**src/rtl/shift_out_pkg.sv**
```systemverilog
// Shared types and elaboration helpers for the 74HC595-style serial output transmitter.
package shift_out_pkg;

   typedef enum logic [1:0] {
      S_IDLE,
      S_SHIFT,
      S_LATCH
   } state_t;

   localparam int DEFAULT_WIDTH = 8;
   localparam int DEFAULT_DIV   = 4;

   // Counter width that stays at least one bit even when the count range collapses to 0..0.
   function automatic int cntWidth(input int n);
      return ($clog2(n) > 1) ? $clog2(n) : 1;
   endfunction

   function automatic bit paramsValid(input int width, input int div);
      return (width >= 1) && (div >= 1);
   endfunction

endpackage

```
**src/rtl/sck_phase_counter.sv**
```systemverilog
// Divider that marks the end of each SCK half-period: tick_o pulses on every DIV-th enabled cycle.
module sck_phase_counter
   import shift_out_pkg::*;
#(
   parameter int DIV = DEFAULT_DIV
) (
   input  logic clk_i,
   input  logic rst_i,
   input  logic en_i,
   input  logic clr_i,
   output logic tick_o
);

   localparam int            CW   = cntWidth(DIV);
   localparam logic [CW-1:0] LAST = CW'(DIV - 1);

   logic [CW-1:0] divcnt_q;
   logic [CW-1:0] divcnt_d;

   // Explicit return to zero at the terminal count so no DIV value depends on counter overflow.
   always_comb begin
      divcnt_d = divcnt_q;
      if (clr_i) begin
         divcnt_d = '0;
      end else if (en_i) begin
         divcnt_d = (divcnt_q == LAST) ? '0 : divcnt_q + CW'(1);
      end
   end

   always_ff @(posedge clk_i or posedge rst_i) begin
      if (rst_i) begin
         divcnt_q <= '0;
      end else begin
         divcnt_q <= divcnt_d;
      end
   end

   assign tick_o = en_i & ~clr_i & (divcnt_q == LAST);

endmodule

```
**src/rtl/shift_out_tx.sv**
```systemverilog
// Parallel-to-serial transmitter for 595-style output chips: accepts a word, shifts it out
// MSB first on sdo_o/sck_o, then strobes latch_o for DIV cycles.
module shift_out_tx
   import shift_out_pkg::*;
#(
   parameter int WIDTH = DEFAULT_WIDTH,
   parameter int DIV   = DEFAULT_DIV
) (
   input  logic             clk_i,
   input  logic             rst_i,
   input  logic [WIDTH-1:0] data_i,
   input  logic             valid_i,
   output logic             ready_o,
   output logic             sdo_o,
   output logic             sck_o,
   output logic             latch_o
);

   localparam int            BW       = $clog2(WIDTH + 1);
   localparam logic [BW-1:0] LAST_BIT = BW'(WIDTH - 1);

   if (!paramsValid(WIDTH, DIV)) begin : gBadParams
      $error("shift_out_tx: WIDTH and DIV must both be >= 1");
   end

   state_t           state_q,  state_d;
   logic [WIDTH-1:0] shreg_q,  shreg_d;
   logic [BW-1:0]    bitcnt_q, bitcnt_d;
   logic             ready_q,  ready_d;
   logic             sdo_q,    sdo_d;
   logic             sck_q,    sck_d;
   logic             latch_q,  latch_d;

   logic             accept;
   logic             divEn;
   logic             tick;
   logic [WIDTH-1:0] shifted;

   assign accept  = valid_i & ready_q;
   assign divEn   = (state_q != S_IDLE);
   assign shifted = shreg_q << 1;

   sck_phase_counter #(
      .DIV (DIV)
   ) uPhase (
      .clk_i  (clk_i),
      .rst_i  (rst_i),
      .en_i   (divEn),
      .clr_i  (accept),
      .tick_o (tick)
   );

   // Each tick ends a half-period; sdo only moves on the high-to-low tick so it is stable while SCK is high.
   always_comb begin
      state_d  = state_q;
      shreg_d  = shreg_q;
      bitcnt_d = bitcnt_q;
      ready_d  = ready_q;
      sdo_d    = sdo_q;
      sck_d    = sck_q;
      latch_d  = latch_q;

      case (state_q)
         S_IDLE: begin
            if (accept) begin
               state_d  = S_SHIFT;
               shreg_d  = data_i;
               ready_d  = 1'b0;
               sdo_d    = data_i[WIDTH-1];
               sck_d    = 1'b0;
               bitcnt_d = '0;
            end
         end

         S_SHIFT: begin
            if (tick) begin
               if (!sck_q) begin
                  sck_d = 1'b1;
               end else if (bitcnt_q == LAST_BIT) begin
                  state_d = S_LATCH;
                  sck_d   = 1'b0;
                  sdo_d   = 1'b0;
                  latch_d = 1'b1;
               end else begin
                  sck_d    = 1'b0;
                  shreg_d  = shifted;
                  sdo_d    = shifted[WIDTH-1];
                  bitcnt_d = bitcnt_q + BW'(1);
               end
            end
         end

         S_LATCH: begin
            if (tick) begin
               state_d = S_IDLE;
               latch_d = 1'b0;
               ready_d = 1'b1;
            end
         end

         default: begin
            state_d = S_IDLE;
            ready_d = 1'b1;
            sdo_d   = 1'b0;
            sck_d   = 1'b0;
            latch_d = 1'b0;
         end
      endcase
   end

   always_ff @(posedge clk_i or posedge rst_i) begin
      if (rst_i) begin
         state_q  <= S_IDLE;
         shreg_q  <= '0;
         bitcnt_q <= '0;
         ready_q  <= 1'b1;
         sdo_q    <= 1'b0;
         sck_q    <= 1'b0;
         latch_q  <= 1'b0;
      end else begin
         state_q  <= state_d;
         shreg_q  <= shreg_d;
         bitcnt_q <= bitcnt_d;
         ready_q  <= ready_d;
         sdo_q    <= sdo_d;
         sck_q    <= sck_d;
         latch_q  <= latch_d;
      end
   end

   assign ready_o = ready_q;
   assign sdo_o   = sdo_q;
   assign sck_o   = sck_q;
   assign latch_o = latch_q;

endmodule

```
**config.mk**
```make
export PLATFORM = sky130hd
export DESIGN_NAME = shift_out_tx
export DESIGN_NICKNAME = d
export VERILOG_FILES = /design/src/rtl/shift_out_pkg.sv /design/src/rtl/sck_phase_counter.sv /design/src/rtl/shift_out_tx.sv
export SDC_FILE = /design/constraint.sdc
export NUM_CORES = 1
export LEC_CHECK = 0
export BUFFER_PORTS_ARGS = -buffer_cell sky130_fd_sc_hd__buf_2
export CORE_AREA = 2 2 57 46
export CTS_BUF_LIST = sky130_fd_sc_hd__clkbuf_8 sky130_fd_sc_hd__clkbuf_16
export CTS_CLUSTER_DIAMETER = 150
export DETAILED_ROUTE_END_ITERATION = 10
export DIE_AREA = 0 0 59 48
export GPL_ROUTABILITY_DRIVEN = 0
export GPL_TIMING_DRIVEN = 0
export PLACE_DENSITY = 0.79
export SYNTH_ARGS = -nofsm -noshare
export SYNTH_HDL_FRONTEND = slang
export SYNTH_SLANG_ARGS = --single-unit
```
**constraint.sdc**
```tcl
create_clock -name clk_i -period 3.1 [get_ports clk_i]
set_input_delay 0 -clock clk_i [delete_from_list [all_inputs] [get_ports clk_i]]
set_output_delay 0 -clock clk_i [all_outputs]
set_load 0.005 [all_outputs]
```
==> impl_metrics.tcl, run 1 <==
set metrics [dict create \
    cp-start-kind "register" \
    via_count_of_the_first_global_routing_pass 807 \
    netlist-cell-type-count 40 \
    cts.repair_timing.setup_buffer_count 0 \
    netlist_area_sq_um 1079 \
    postLayoutCoreUtil_pct 57.34 \
    synth_largest_area_cell "sky130_fd_sc_hd__dfrtp_1" \
    drt_drc_violations_left 0 \
    clock_skew_ps 8.753 \
    critPathRequiredTime_ps 3240 \
    clock_transition_time_at_the_flip_flop_clock_pins_of_the_worst_setup_and_hold_paths_ps 70 \
    synthToLayoutAreaGrowth_pct 17.75 \
    die-area_sq_um 2832 \
    detail_route.vias_per_cell 6.187 \
    critPathKind "register to register" \
    path_max_fanout 6 \
    pre_cts_ws_ps 1380 \
    max-vdd-ir-drop_v 0.0003821 \
    grt_antenna_before_repair 0 \
    setup_tns_ps 0 \
    port_buffer_count 13 \
    synth_edf_count 0 \
    yosys_register_bits 19 \
    power_per_cell_area_nw_per_um2 735.1 \
    drtIter0Drc 40 \
    synth_seq_area_share_pct 44.20 \
    r2r-start "bitcnt_q[0]$_DFFE_PP0P_" \
    die_y_microns 48 \
    worst-slew-pin-transition_ps 740.2 \
    ctsRootBufferMaster "sky130_fd_sc_hd__clkbuf_8" \
    io_pins 15 \
    die_width_microns 59 \
    critPathCapture "shreg_q[4]$_DFFE_PP0P_" \
    floorplan.initialDensity_pct 48.70 \
    r2r_cells 5 \
    async_flop_share_pct 100.0 \
    synth.top_cells.by_area "sky130_fd_sc_hd__dfrtp_1 (42%), sky130_fd_sc_hd__o221a_1 (6.3%), sky130_fd_sc_hd__or3_1 (3.5%)" \
    maxClockFrequency_ghz 0.5714 \
    drive_above_1_share_pct 23.20 \
    r2r-end "shreg_q[4]$_DFFE_PP0P_" \
    clock_sinks 19 \
    p_leak_nw 0.5479 \
    gr-usage-all-layers_pct 18.40 \
    max-clock-path-buffers 2 \
    finalWorstSetupSlack_ps 1350 \
    grt_start_max_net_pins 20 \
    rrSetupSlack_ps 1350 \
    cts-htree-levels 1 \
    synth.yosys.warnings 0 \
    max_slew_margin_pct 50.60 \
    core_region_area_sq_um 2215 \
    tritoncts "yes" \
    numCtsBuffers 3 \
    holdWs_ps 6.415 \
    outcome "complete, no violations" \
    hold_viol_final 0 \
    synth_top_flop_cell "sky130_fd_sc_hd__dfrtp_1" \
    syn_avg_cell_area_sq_um 10.47 \
    wire_length_of_the_first_global_routing_pass_mm 3.774 \
    post_drt_wl_per_cell_microns 15.91 \
    drv_slew 0 \
    synth.top_cell.area_share_pct 41.76 \
    synthesis.instances 103 \
    synthesis.nets 116 \
    hpwl_reported_at_the_end_of_detailed_placement_mm 1.652 \
    max_cap_violations 0 \
    rsz0062_at_grt "false" \
    dr_total_vias 928 \
    final.period_utilization_pct 56.45 \
    worstSetupEndpointType "register" \
    clkLatencyLatePin_ps 260 \
    final_count_of_negative_setup_slack_endpoints 0 \
    cp-startpoint "bitcnt_q[0]$_DFFE_PP0P_" \
    drt_first_pass_iters 4 \
    fp_rows 15 \
    postRouteAntennaNets 0 \
    antenna_cells 0 \
    final_net_count 139 \
    wire_length_reported_by_the_detailed_router_mm 2.386 \
    grt_remaining_overflow 0 \
    timing.final.crit_period_ps 1750 \
    worst_ep_arrival_time_ps 1890 \
    hold_class "input port to register" \
]
[cell type report]
type,instances,area [sq um]
Sequential cell,19,476.7
Clock inverter,1,3.754
Inverter,4,28.78
Multi-Input combinational cell,76,541.8
Buffer,4,31.28
Tap cell,25,31.28
Fill cell,188,944.7
Timing Repair Buffer,18,115.1
Clock buffer,3,41.29
[how the worst min path moves through the flow]
stage	endpoint	depth (start not counted)	from
final	shreg_q[2]$_DFFE_PP0P_	2	data_i[2]
after global routing	shreg_q[2]$_DFFE_PP0P_	2	data_i[2]
after CTS	shreg_q[1]$_DFFE_PP0P_	2	data_i[1]
after detailed placement	bitcnt_q[0]$_DFFE_PP0P_	2	rst_i
after global placement	bitcnt_q[0]$_DFFE_PP0P_	2	rst_i
after floorplan	bitcnt_q[0]$_DFFE_PP0P_	1	rst_i
[placed cells by master, fill, tap and decap left out, types with 2 or more instances in the layout]
master | netlist | routed
sky130_fd_sc_hd__or3_1 | 6 | 6
sky130_fd_sc_hd__dlygate4sd3_1 | 0 | 5
sky130_fd_sc_hd__nor3_1 | 2 | 2
sky130_fd_sc_hd__o221a_1 | 6 | 6
sky130_fd_sc_hd__clkbuf_8 | 0 | 3
sky130_fd_sc_hd__mux2i_1 | 2 | 2
sky130_fd_sc_hd__a22oi_1 | 3 | 3
sky130_fd_sc_hd__ha_1 | 2 | 2
sky130_fd_sc_hd__a21oi_1 | 5 | 5
sky130_fd_sc_hd__buf_6 | 2 | 2
sky130_fd_sc_hd__nand2_1 | 9 | 9
sky130_fd_sc_hd__nor2_1 | 5 | 5
sky130_fd_sc_hd__o211ai_1 | 2 | 2
sky130_fd_sc_hd__nand3b_1 | 2 | 2
sky130_fd_sc_hd__a21o_1 | 2 | 2
sky130_fd_sc_hd__o21ai_0 | 5 | 5
sky130_fd_sc_hd__buf_2 | 1 | 14
sky130_fd_sc_hd__dfrtp_1 | 18 | 18
sky130_fd_sc_hd__nand4_1 | 2 | 2
sky130_fd_sc_hd__nand3_1 | 5 | 5
sky130_fd_sc_hd__inv_1 | 3 | 4
[cells by family (layout without fill, tap and decap cells)]
kind of cell / Yosys count / in the layout / share of synthesized area (%)
AOI/OAI and AO/OA: 31 / 31 / 22.74
muxes: 2 / 2 / 1.856
adders and majority gates: 2 / 2 / 2.320
buffers and inverters: 8 / 30 / 5.568
DFF: 19 / 19 / 44.20
and+or+nand+nor: 41 / 41 / 23.32
[sequential cells by signal, summed over array words and instances, names as in the netlist]
name	count
uPhase.divcnt_q	2
shreg_q	7
sck_o	1
sdo_o	1
bitcnt_q	4
latch_o	1
ready_o	1
state_q	2
[worst max-delay path, cell delays in order, from the launching register on]
cell,delay [ps]
sky130_fd_sc_hd__dfrtp_1,440
sky130_fd_sc_hd__ha_1,270
sky130_fd_sc_hd__and3b_4,230
sky130_fd_sc_hd__nor3_4,260
sky130_fd_sc_hd__nand2_2,150
sky130_fd_sc_hd__o221a_1,270
[per-layer routing]
layer	wire length, microns	up-vias	GRT usage [%]
li1	-	441	-
met1	1181	456	25.25
met2	1079	29	29.33
met3	114	2	5.135
met4	10	0	4.545
met5	0	-	0
[synthesized netlist by cell type, types with 2 or more instances]
library cell and number:
sky130_fd_sc_hd__a21o_1 2, sky130_fd_sc_hd__a21oi_1 5, sky130_fd_sc_hd__a22oi_1 3, sky130_fd_sc_hd__buf_6 2
sky130_fd_sc_hd__dfrtp_1 18, sky130_fd_sc_hd__ha_1 2, sky130_fd_sc_hd__inv_1 3, sky130_fd_sc_hd__mux2i_1 2
sky130_fd_sc_hd__nand2_1 9, sky130_fd_sc_hd__nand3_1 5, sky130_fd_sc_hd__nand3b_1 2, sky130_fd_sc_hd__nand4_1 2
sky130_fd_sc_hd__nor2_1 5, sky130_fd_sc_hd__nor3_1 2, sky130_fd_sc_hd__o211ai_1 2, sky130_fd_sc_hd__o21ai_0 5
sky130_fd_sc_hd__o221a_1 6, sky130_fd_sc_hd__or3_1 6
[report_power, final]
| group | switching (mW) | internal, mW | total (mW) |
|---|---|---|---|
| clock network | 0.0812 | 0.0880 | 0.169 |
| logic | 0.165 | 0.194 | 0.359 |
| registers | 0.0700 | 0.335 | 0.405 |
| total | 0.316 | 0.617 | 0.934 |
[per-stage QoR]
stage          instances  power (mW)  instance area (sq um)
6_report             150      0.9335                   1270
5_1_grt              150       1.002                   1270
4_1_cts              149      0.9360                   1260
3_5_place_dp         141      0.7598                   1175
3_3_place_gp         141      0.7444                   1175
2_1_floorplan        103      0.6817                   1079
[timing repair]
action | CTS | global route
resized for setup | 0 | 0
hold endpoints to repair | 23 | 1
hold buffers | 4 | 1
No activity file was read; power rests on OpenSTA's default activity.
==> run 2: changes to the inputs <==
ABC_AREA = 1   (was unset)
PLACE_DENSITY = 0.82   (was 0.79)
clock period = 1.6 ns   (was 3.1 ns; I/O delays follow)
==> run 2 against run 1 <==
Via count down 10%. Synthesized cell count up 8.7%. Non-clock buffer count down 4. Area after synthesis up 0.12%. Highest routed layer unchanged. Largest cell class unchanged. First-iteration DRC count down 50%. Sequential cell count unchanged.
==> impl_metrics.tcl, run 2 <==
set metrics [dict create \
    wire_length_reported_by_the_detailed_router_mm 2.016 \
    postRouteAntennaNets 0 \
    grt_remaining_overflow 0 \
    syn_avg_cell_area_sq_um 9.641 \
    cp_top_family "simple AND/OR/NAND/NOR gates" \
    die-area_sq_um 2832 \
    io_pins 15 \
    max-vdd-ir-drop_v 0.0006052 \
    drive_above_1_share_pct 43.18 \
    multi_input_gate_area_in_the_final_layout_sq_um 533.0 \
    cts-htree-levels 1 \
    synth_top_flop_cell "sky130_fd_sc_hd__dfrtp_1" \
    synthToLayoutAreaGrowth_pct 15.53 \
    via_count_of_the_first_global_routing_pass 783 \
    pwr-share-comb_pct 3.9 \
    critPathBufInv 1 \
    final_common_cell "sky130_fd_sc_hd__dfrtp_1" \
    post_drt_wl_per_cell_microns 12.84 \
    synth.yosys.warnings 0 \
    cp-start-kind "register" \
    worstPathCellList "nand2_2, nand2_2, nand2_2, nor2_2, nand3_4, buf_12, nand2_2, o21ai_2" \
    yosys_register_bits 19 \
    netlist_top_cells_count "sky130_fd_sc_hd__dfrtp_1 (18), sky130_fd_sc_hd__nand2_1 (17), sky130_fd_sc_hd__nand2_2 (16), sky130_fd_sc_hd__o21ai_2 (10), sky130_fd_sc_hd__nand3_1 (9)" \
    setup_tns_ps 0 \
    max-clock-path-buffers 2 \
    drtIter0Drc 20 \
    floorplan.initialDensity_pct 48.76 \
    switchingPower_mw 0.1741 \
    clock_sinks 19 \
    max_stage_delay_ps 550 \
    timing.final.crit_period_ps 1501 \
    die_width_microns 59 \
    drt_first_pass_iters 4 \
    final_count_of_negative_setup_slack_endpoints 0 \
    netlist_area_sq_um 1080 \
    share_clk_of_total_power_pct 39.1 \
    seqCellArea_sq_um 476.7 \
    netlist-cell-type-count 24 \
    detail_route.vias_per_cell 5.318 \
    grt_antenna_before_repair 0 \
    final_net_count 146 \
    n_fill_cell 207 \
    synth_seq_area_share_pct 44.15 \
    maxClockFrequency_ghz 0.6661 \
    pwr-share-seq_pct 57.0 \
    power.internal_mw 0.6683 \
    fp_rows 15 \
    critPathKind "register to register" \
    hold_class "input port to register" \
    final.period_utilization_pct 93.83 \
    max_slew_margin_pct 52.16 \
    worst_ep_arrival_time_ps 1640 \
    core_region_area_sq_um 2215 \
    holdWs_ps 43.38 \
    ctsRootBufferMaster "sky130_fd_sc_hd__clkbuf_8" \
    rsz0062_at_grt "false" \
    critical-path-slowest-cell "sky130_fd_sc_hd__dfstp_2" \
    switching_share_pct 20.66 \
    top_regs "shreg_q (7), bitcnt_q (4)" \
    wire_length_of_the_first_global_routing_pass_mm 3.463 \
    outcome "complete, no violations" \
    synthMostInstantiatedCell "sky130_fd_sc_hd__dfrtp_1" \
    antenna_cells 0 \
    clock_skew_ps 3.187 \
    clock_transition_time_at_the_flip_flop_clock_pins_of_the_worst_setup_and_hold_paths_ps 70 \
    power_per_cell_area_nw_per_um2 675.3 \
    path_max_fanout 10 \
    drv_slew 0 \
    worst_path_most_repeated_cell "sky130_fd_sc_hd__nand2_2" \
    dr_total_vias 835 \
    async_flop_share_pct 100.0 \
    largest-register "shreg_q" \
    worstSetupEndpointType "register" \
    hpwl_reported_at_the_end_of_detailed_placement_mm 1.524 \
    synthesis.nets 125 \
    final_cell_mix "sky130_fd_sc_hd__dfrtp_1 (18), sky130_fd_sc_hd__nand2_1 (17), sky130_fd_sc_hd__nand2_2 (16)" \
    synthesis.instances 112 \
    p_leak_nw 0.6416 \
    max_cap_violations 0 \
    port_buffer_count 14 \
    grt_start_max_net_pins 20 \
    drt_drc_violations_left 0 \
    tritoncts "yes" \
    worst-slew-pin-transition_ps 716.9 \
    numCtsBuffers 3 \
    hold_viol_final 0 \
    die_y_microns 48 \
    ctsResizeCount 0 \
    largest_register_ffs 7 \
    synth_edf_count 0 \
    critPathRequiredTime_ps 1740 \
    gr-usage-all-layers_pct 17.10 \
    synth_largest_area_cell "sky130_fd_sc_hd__dfrtp_1" \
    synth.top_cell.area_share_pct 41.71 \
    clkLatencyLatePin_ps 250 \
    synth.top_cells.by_area "sky130_fd_sc_hd__dfrtp_1 (42%), sky130_fd_sc_hd__nand2_2 (9.3%), sky130_fd_sc_hd__o21ai_2 (8.1%)" \
]
## run 2: power by group through the flow
stage	Clock [mW]	Combinational, mW	Sequential (mW)
after floorplan	0	0.0145	0.489
after global placement	0	0.0290	0.489
after detailed placement	0	0.0301	0.489
after CTS	0.342	0.0338	0.480
after global routing	0.362	0.0378	0.480
final	0.330	0.0326	0.480
## run 2: final timing paths
path                                           from                      end  slack, ps  cells past startpoint
worst max-delay path            ready_o$_DFFE_PP1P_  bitcnt_q[2]$_DFFE_PP0P_        100                      8
worst min-delay path                      data_i[4]   shreg_q[4]$_DFFE_PP0P_         40                      3
worst max register to register  ready_o$_DFFE_PP1P_  bitcnt_q[2]$_DFFE_PP0P_        100                      8
worst min register to register  latch_o$_DFFE_PP0P_      latch_o$_DFFE_PP0P_        480                      2
max in group asynchronous                     rst_i  bitcnt_q[3]$_DFFE_PP0P_        740                      3
min in group asynchronous                     rst_i   shreg_q[1]$_DFFE_PP0P_        410                      3
## run 2: through the flow
| step | total power [mW] | cells | setup slack, ps | utilization (%) | cell area (sq um) |
|---|---|---|---|---|---|
| final | 0.8424 | 157 | 98.78 | 56.33 | 1247 |
| after global routing | 0.8793 | 157 | 2.776 | 56.33 | 1247 |
| after CTS | 0.8554 | 157 | 88.29 | 56.33 | 1247 |
| after detailed placement | 0.5194 | 151 | 88.50 | 53.33 | 1181 |
| after global placement | 0.5183 | 151 | 148.9 | 53.33 | 1181 |
| after floorplan | 0.5038 | 112 | 204.7 | - | 1080 |
## run 2: logic make-up (layout without fill, tap and decap cells)
logic type	count (synthesis)	after routing	share of synthesized area (%)
AND/OR/NAND/NOR	58	58	29.89
flip-flops	19	19	44.15
AO/OA/AOI/OAI	17	17	11.59
buffers and inverters	10	30	6.489
multiplexers	6	6	5.562
adder cells (fa/ha/maj)	2	2	2.317
## run 2: routing by layer
metal	vias to the layer above	routed length [microns]	track usage, %
met5	-	0	0
met4	0	27	5.909
met3	4	62	5.946
met2	14	993	29.11
met1	400	933	20.67
li1	417	-	-
## run 2: final cells by class
| class | instances | share of cell area [%] |
|---|---|---|
| plain buffers | 2 | 3.210 |
| well taps | 25 | 2.508 |
| clock buffers | 3 | 3.310 |
| flip-flops and latches | 19 | 38.21 |
| repair buffers | 16 | 7.222 |
| inverters | 8 | 2.407 |
| clock inverters | 1 | 0.4012 |
| multi-input cells | 83 | 42.73 |
## run 2: repair_timing
action	4_1_cts	5_1_grt
endpoints found under the hold margin	19	0
buffers inserted	0	0
hold buffers	2	0
## run 2: worst reg2reg max path, delay by kind of cell, from the launching register on
family | cells | cell delay (ps)
flip-flops | 1 | 550
AND/OR/NAND/NOR | 6 | 620
buffers and inverters | 1 | 170
AO/OA/AOI/OAI | 1 | 50
